## src/rtl/fetch_queue_if.sv

```systemverilog
// Fetch queue bus bundle: instruction memory request/response,
// redirect, and the instruction handshake toward decode.
interface fetch_queue_if;
  logic        imem_req;
  logic [31:0] imem_addr;
  logic        imem_gnt;
  logic        imem_rvalid;
  logic [31:0] imem_rdata;
  logic        redirect;
  logic [31:0] redirect_pc;
  logic [31:0] instr;
  logic [31:0] instr_pc;
  logic        instr_valid;
  logic        instr_ready;

  modport master (
    output imem_req, imem_addr,
    output instr, instr_pc, instr_valid,
    input  imem_gnt, imem_rvalid, imem_rdata,
    input  redirect, redirect_pc, instr_ready
  );

  modport slave (
    input  imem_req, imem_addr,
    input  instr, instr_pc, instr_valid,
    output imem_gnt, imem_rvalid, imem_rdata,
    output redirect, redirect_pc, instr_ready
  );
endinterface

```

## src/rtl/fetch_queue.sv

```systemverilog
// Instruction fetch queue: one outstanding imem request, DEPTH-entry
// {pc, instr} FIFO, redirect flush. Optional FETCH_BYPASS_EN bypass.
module fetch_queue #(
  parameter logic [31:0] RESET_PC = 32'h0000_0000,
  parameter int          DEPTH    = 2
) (
  input logic         clk,
  input logic         rst,
  fetch_queue_if.master bus
);

  localparam int AW = (DEPTH > 1) ? $clog2(DEPTH) : 1;
  localparam int CW = $clog2(DEPTH) + 1;
  localparam logic [31:0] NOP = 32'h0000_0013;

  typedef enum logic [1:0] {
    IDLE,
    WAIT,
    DROP
  } state_t;

  state_t state_q, state_d;

  logic [31:0]   pc_q, pc_d;
  logic [31:0]   req_pc_q;
  logic [31:0]   fpc  [DEPTH];
  logic [31:0]   fins [DEPTH];
  logic [AW-1:0] rp_q, wp_q;
  logic [CW-1:0] cnt_q;

  logic empty, full;
  logic issue, resp, byp;
  logic valid, pop, push, fpop;

  assign empty = (cnt_q == '0);
  assign full  = (cnt_q == CW'(DEPTH));

  assign issue = (state_q == IDLE) && !full
               && !bus.redirect && !rst;

  assign resp = (state_q == WAIT) && bus.imem_rvalid
              && !bus.redirect && !rst;

`ifdef FETCH_BYPASS_EN
  assign byp = resp && empty;
`else
  assign byp = 1'b0;
`endif

  assign valid = !rst && (!empty || byp);
  assign pop   = valid && bus.instr_ready
               && !bus.redirect;
  // A bypassed response consumed on the spot never enters the FIFO.
  assign push  = resp && !(byp && pop);
  assign fpop  = pop && !empty;

  assign bus.imem_req    = issue;
  assign bus.imem_addr   = pc_q;
  assign bus.instr_valid = valid;

  always_comb begin
    bus.instr    = fins[rp_q];
    bus.instr_pc = fpc[rp_q];
    if (rst) begin
      bus.instr    = NOP;
      bus.instr_pc = 32'h0;
    end else if (byp) begin
      bus.instr    = bus.imem_rdata;
      bus.instr_pc = req_pc_q;
    end
  end

  always_comb begin
    pc_d = pc_q;
    unique case (1'b1)
      bus.redirect:
        pc_d = {bus.redirect_pc[31:2], 2'b00};
      issue && bus.imem_gnt:
        pc_d = pc_q + 32'd4;
      default: pc_d = pc_q;
    endcase
  end

  always_comb begin
    state_d = state_q;
    unique case (state_q)
      IDLE: begin
        if (issue && bus.imem_gnt)
          state_d = WAIT;
      end
      WAIT: begin
        if (bus.imem_rvalid)
          state_d = IDLE;
        else if (bus.redirect)
          state_d = DROP;
      end
      DROP: begin
        if (bus.imem_rvalid)
          state_d = IDLE;
      end
      default: state_d = IDLE;
    endcase
  end

  always_ff @(posedge clk) begin
    if (rst) begin
      state_q  <= IDLE;
      pc_q     <= RESET_PC;
      req_pc_q <= '0;
      rp_q     <= '0;
      wp_q     <= '0;
      cnt_q    <= '0;
    end else begin
      state_q <= state_d;
      pc_q    <= pc_d;
      if (issue && bus.imem_gnt)
        req_pc_q <= pc_q;
      if (bus.redirect) begin
        rp_q  <= '0;
        wp_q  <= '0;
        cnt_q <= '0;
      end else begin
        if (push)
          wp_q <= wp_q + AW'(1);
        if (fpop)
          rp_q <= rp_q + AW'(1);
        cnt_q <= cnt_q + CW'(push) - CW'(fpop);
      end
    end
  end

  always_ff @(posedge clk) begin
    if (push) begin
      fpc[wp_q]  <= req_pc_q;
      fins[wp_q] <= bus.imem_rdata;
    end
  end

endmodule

```

## src/flat_wrapper.sv

```systemverilog
// flat-port wrapper written by rule: the top's interface ports become plain ports
module fetch_queue_flat 
#(
  parameter logic [31:0] RESET_PC = 32'h0000_0000,
  parameter int          DEPTH    = 2
)
  (clk, rst, bus_imem_req, bus_imem_addr, bus_instr, bus_instr_pc, bus_instr_valid, bus_imem_gnt, bus_imem_rvalid, bus_imem_rdata, bus_redirect, bus_redirect_pc, bus_instr_ready);
  fetch_queue_if bus_i ();
  input logic clk;
  input logic rst;
  output wire logic [$bits(bus_i.imem_req)-1:0] bus_imem_req;
  output wire logic [$bits(bus_i.imem_addr)-1:0] bus_imem_addr;
  output wire logic [$bits(bus_i.instr)-1:0] bus_instr;
  output wire logic [$bits(bus_i.instr_pc)-1:0] bus_instr_pc;
  output wire logic [$bits(bus_i.instr_valid)-1:0] bus_instr_valid;
  input wire logic [$bits(bus_i.imem_gnt)-1:0] bus_imem_gnt;
  input wire logic [$bits(bus_i.imem_rvalid)-1:0] bus_imem_rvalid;
  input wire logic [$bits(bus_i.imem_rdata)-1:0] bus_imem_rdata;
  input wire logic [$bits(bus_i.redirect)-1:0] bus_redirect;
  input wire logic [$bits(bus_i.redirect_pc)-1:0] bus_redirect_pc;
  input wire logic [$bits(bus_i.instr_ready)-1:0] bus_instr_ready;
  assign bus_imem_req = bus_i.imem_req;
  assign bus_imem_addr = bus_i.imem_addr;
  assign bus_instr = bus_i.instr;
  assign bus_instr_pc = bus_i.instr_pc;
  assign bus_instr_valid = bus_i.instr_valid;
  assign bus_i.imem_gnt = bus_imem_gnt;
  assign bus_i.imem_rvalid = bus_imem_rvalid;
  assign bus_i.imem_rdata = bus_imem_rdata;
  assign bus_i.redirect = bus_redirect;
  assign bus_i.redirect_pc = bus_redirect_pc;
  assign bus_i.instr_ready = bus_instr_ready;
  fetch_queue #(.RESET_PC(RESET_PC), .DEPTH(DEPTH)) u_core (.clk(clk), .rst(rst), .bus(bus_i));
endmodule
```

## config.mk

```make
export PLATFORM = sky130hd
export DESIGN_NAME = fetch_queue_flat
export DESIGN_NICKNAME = d
export VERILOG_FILES = /design/src/rtl/fetch_queue_if.sv /design/src/rtl/fetch_queue.sv /design/src/flat_wrapper.sv
export SDC_FILE = /design/constraint.sdc
export NUM_CORES = 1
export LEC_CHECK = 0
export BUFFER_PORTS_ARGS = -buffer_cell sky130_fd_sc_hd__buf_2
export CORE_ASPECT_RATIO = 1.5
export CORE_MARGIN = 1.5
export CORE_UTILIZATION = 49
export CTS_BUF_LIST = sky130_fd_sc_hd__clkbuf_8 sky130_fd_sc_hd__clkbuf_16
export DETAILED_ROUTE_END_ITERATION = 10
export GPL_ROUTABILITY_DRIVEN = 0
export PLACE_DENSITY = 0.76
export SLEW_MARGIN = 20
export SYNTH_ARGS = -nofsm -noshare
export SYNTH_HDL_FRONTEND = slang
export SYNTH_SLANG_ARGS = --single-unit
```

## constraint.sdc

```tcl
create_clock -name clk -period 6.15 [get_ports clk]
set_input_delay 0.615 -clock clk [delete_from_list [all_inputs] [get_ports clk]]
set_output_delay 0.615 -clock clk [all_outputs]
set_load 0.01 [all_outputs]
```

After elaboration in Yosys (flattened, before gate mapping). Memories as Yosys holds them, arrays and structs flattened. A register that Yosys moved wholly into a read port is not among the register bits. Index checks and enable logic that the tools add are counted.

Register bits: 70. RAM bits: 128. Input port bits: 70. Output and inout port bits: 98. Memories kept: 2.

Memories: u_core.fins (depth 2, bits a word 32, rd ports 1, clocked after Yosys merged registers in 1, wr ports 1, RTL line fetch_queue.sv:27) `logic [31:0] fins [DEPTH];`; u_core.fpc (depth 2, bits a word 32, rd ports 1, clocked after Yosys merged registers in 1, wr ports 1, RTL line fetch_queue.sv:26) `logic [31:0] fpc [DEPTH];`.

Add/subtract/negate cells: 5. Eq/ne operators: 6. Mux-type cells: 14. Reductions and logical operators: 20.

Operator list (count): 32-bit two-way mux (2); 32-bit case mux with 2 select lines (1); 32-bit by 3-bit adder with 32-bit output, second input constant (1); 1-bit logical AND (11); 2-bit two-way mux (4); 1-bit two-way mux (6); 2-bit case mux with 3 select lines (1); 2-bit equality test, second input constant (2); 1-bit zero test (4); 2-bit zero test (2); 2-bit inequality test, second input constant (2); 3-bit inequality test, second input constant (1); 3-bit AND reduction (1); 1-bit adder, second input constant (2); 2-bit by 1-bit adder with 2-bit output (1); 2-bit by 1-bit equality test with 1-bit output, second input constant (1); 2-bit nonzero test (1); 2-bit OR reduction (1); 2-bit by 1-bit subtractor with 2-bit output (1).

Longest topological paths before layout.
Word-level depth: 8. Depth in mapped cells: 9. Mapped depth without buffers: 7.

Worst setup path after synthesis. Ideal clock, no wire load.

Path kind: input to register. Start: in rst. End: mem u_core.fins[0][0] (enable). Setup time: 0.558 ns. Data arrival time: 5.462 ns. Data required time: 5.592 ns. Slack: 0.130 ns. Stages on the path: 4. Path buffers: 2. Cell sequence: buf_6 -> or3_1 -> buf_2 -> nor3_1.

Cells in the longest elaborated chain, start to end: 4.

Ends and longest elaborated chain: start: declaration (RTL line flat_wrapper.sv:10) `input logic rst;`; 1-bit zero test (RTL line fetch_queue.sv:42) `&& !bus.redirect && !rst;`; 1-bit logical AND (RTL line fetch_queue.sv:42); 1-bit two-way mux (RTL line fetch_queue.sv:133) `if (push) begin`; 1-bit two-way mux (implied by the code) (RTL line fetch_queue.sv:135) `fins[wp_q] <= bus.imem_rdata;`; end: declaration (RTL line fetch_queue.sv:27).

No other way between the ends.

Worst setup path in the final report.
Start: in bus_redirect. End: mem u_core.fins[1][0] (enable).

Cells in the longest elaborated chain, start to end: 5.

Ends and longest elaborated chain: start: declaration (RTL line flat_wrapper.sv:19) `input wire logic [$bits(bus_i.redirect)-1:0] bus_redirect;`; 1-bit zero test (RTL line fetch_queue.sv:42); 1-bit logical AND (2 in a row) (RTL line fetch_queue.sv:42); net u_core.push (RTL line fetch_queue.sv:33) `logic valid, pop, push, fpop;`; 1-bit two-way mux (RTL line fetch_queue.sv:133); 1-bit two-way mux (implied by the code) (RTL line fetch_queue.sv:135).

The timed path passes the listed nets, and every way through them passes these cells.

==> flow_metrics.tcl <==
set metrics [dict create \
    cp_max_fo 42 \
    diodes 0 \
    grt_pass1_vias 5134 \
    netlist_top_cells_count "edfxtp_1, nand2_1, nor2_1" \
    holdBufCountCts 0 \
    utilization 0.597 \
    path_cells "buf_2, or3_1, nor2_1, and2_2, buf_4" \
    port_buffers 161 \
    cts_root_buf "clkbuf_16" \
    dieHeight_um 157 \
    worstReg2RegStart "u_core.state_q[1]$_SDFFE_PP0P_" \
    maxCapViolCount 0 \
    nNetsFinal 884 \
    fin_crit_ps 3070 \
    worstPathRequired_ps 6250 \
    clock_insertion_delay_worst_skew_ps 430 \
    antenna_left 0 \
    cts.sinks 191 \
    area_growth_pct 19.5 \
    core_um2 15600 \
    setup_ws_ps 3080 \
    placed_area_um2 8710 \
    slew_violations 0 \
    min_period_over_period 0.499 \
    htree_levels 4 \
    place_ws_ps 2640 \
    fillCellCount 1337 \
    yosysTopAreaCellShare 0.479 \
    die_w_um 106 \
    rsz0062_at_grt "false" \
    yosys_warnings 0 \
    cts_inserted_buffers 17 \
    initialDrtViolationCount 290 \
    relSlewSlack 0.275 \
    synth_area_leaders "edfxtp_1, dfxtp_1, mux2i_1, nand2_1, nor2_1" \
    setup_viol 0 \
    syn_inst 665 \
    final_area_um2 9290 \
    max_stage_delay_ps 880 \
    yosysUniqueCellTypes 53 \
    cts_tree "done" \
    p_leak_nw 3.41 \
    placementRows 56 \
    clockBufferDepth 2 \
    hold_start "bus_imem_rdata[24]" \
    slowest_stage "and2_2" \
    wl_per_cell_um 15.7 \
    first_pass_iters 6 \
    netlist_area_um2 7780 \
    hold_viol_final 0 \
    layout-drive-gt1-share 0.255 \
    drc 0 \
    initial_core_util 0.500 \
    pwr_density_cell_nw_per_um2 281 \
    ir_worst_vdd_mv 0.169 \
    ctsResizeCount 0 \
    hold_class "in -> reg" \
    ys.flop_type "edfxtp_1" \
    async_flop_share 0 \
    grt_max_degree 70 \
    critPathLaunchType "primary input" \
    dieArea_um2 16700 \
    dpl.hpwl_mm 10.6 \
    finalSetupTns_ps 0 \
    cts_setup_buffers 0 \
    seq_area_frac_synth 0.651 \
    synth_edf_count 124 \
    routed_wl_mm 16.1 \
    grt_util_all_layers 0.197 \
    path_class "in -> reg" \
    end_kind "register" \
    synth_top_area_cell "edfxtp_1" \
    antenna_found_initial 0 \
    outcome "completed" \
    worstMarginPinSlew_ps 1090 \
    finClkSkew_ps 14.5 \
    overflow 0 \
    cp.arrival_ps 3170 \
    max_freq_mhz 326 \
    synth_most_common_cell "edfxtp_1" \
    power.total_mw 2.61 \
    synth-seq-cells 191 \
    via_per_inst 5.32 \
    startpoint "bus_redirect" \
    io_pins 168 \
    syn_area_per_cell_um2 11.7 \
    clkTransAtPathRegs_ps 70 \
    num_vias 5468 \
    grt_pass1_wl_mm 25.3 \
]
flip-flops by register name, indices dropped and copies added, names as in the netlist, named ones only:
| signal | cells |
|---|---|
| u_core.bus.imem_addr | 30 |
| u_core.cnt_q | 2 |
| u_core.fins | 64 |
| u_core.fpc | 60 |
| u_core.req_pc_q | 30 |
| u_core.rp_q | 1 |
| u_core.state_q | 2 |
| u_core.wp_q | 1 |
report_power, final:
| group | total (mW) | switching (mW) | internal (mW) |
|---|---|---|---|
| clock network | 1.07 | 0.497 | 0.572 |
| logic | 0.138 | 0.0828 | 0.0548 |
| registers | 1.41 | 0.0293 | 1.38 |
per-stage QoR:
stage	hold slack, ps	cells
6_report	373	1027
5_1_grt	362	1027
4_1_cts	356	1027
3_5_place_dp	438	995
3_3_place_gp	430	995
2_1_floorplan	425	668
cell type report:
class,instances,area [µm²],share of cell area
sequential,191,5070,0.545
clock buffer,17,425,0.0458
multi-input combinational,422,2490,0.268
timing repair buffer,166,846,0.0910
inverter,13,48.8,0.00525
tap,203,254,0.0273
clock inverter,15,155,0.0167
cells in the final DEF (no fill, tap or decap), drive strengths merged, types with 4 or more instances in the layout:
cell and instances:
a21oi 47, a22oi 4, a31oi 9, buf 166, clkbuf 17, clkinv 4
clkinvlp 4, conb 4, dfxtp 67, edfxtp 124, inv 19, mux2 9
mux2i 62, nand2 108, nand3 15, nand4 9, nor2 76, nor3 17
nor4 5, o21ai 7, or3 5
final timing paths:
path         cells after the start  slack (ps)                           end
max                              5        3080   u_core.fins[1][0]$_DFFE_PP_
min                              1         370  u_core.fins[1][24]$_DFFE_PP_
max reg2reg                      4        3370   u_core.fins[1][0]$_DFFE_PP_
min reg2reg                      0         450    u_core.fpc[1][8]$_DFFE_PP_
worst max-delay path, delay by kind of cell:
family,cells,cell delay (ps)
simple gates,3,1750
buf+inv,2,770
cell families after synthesis:
group,after synthesis,synth area share
mux,71,0.0928
simple gates,252,0.147
buf+inv,55,0.0304
fa+ha+maj,3,0.00483
compound gates,88,0.0690
other cells,1,0.000482
xor+xnor,4,0.00450
flops,191,0.651
per-layer routing:
layer,vias to the layer above,track usage,share of wire
met4,0,0.0759,0.023
met5,-,0,0
li1,2680,-,-
met3,22,0.0484,0.056
met1,2575,0.232,0.41
met2,191,0.346,0.51
(Power assumes the default switching activity.)
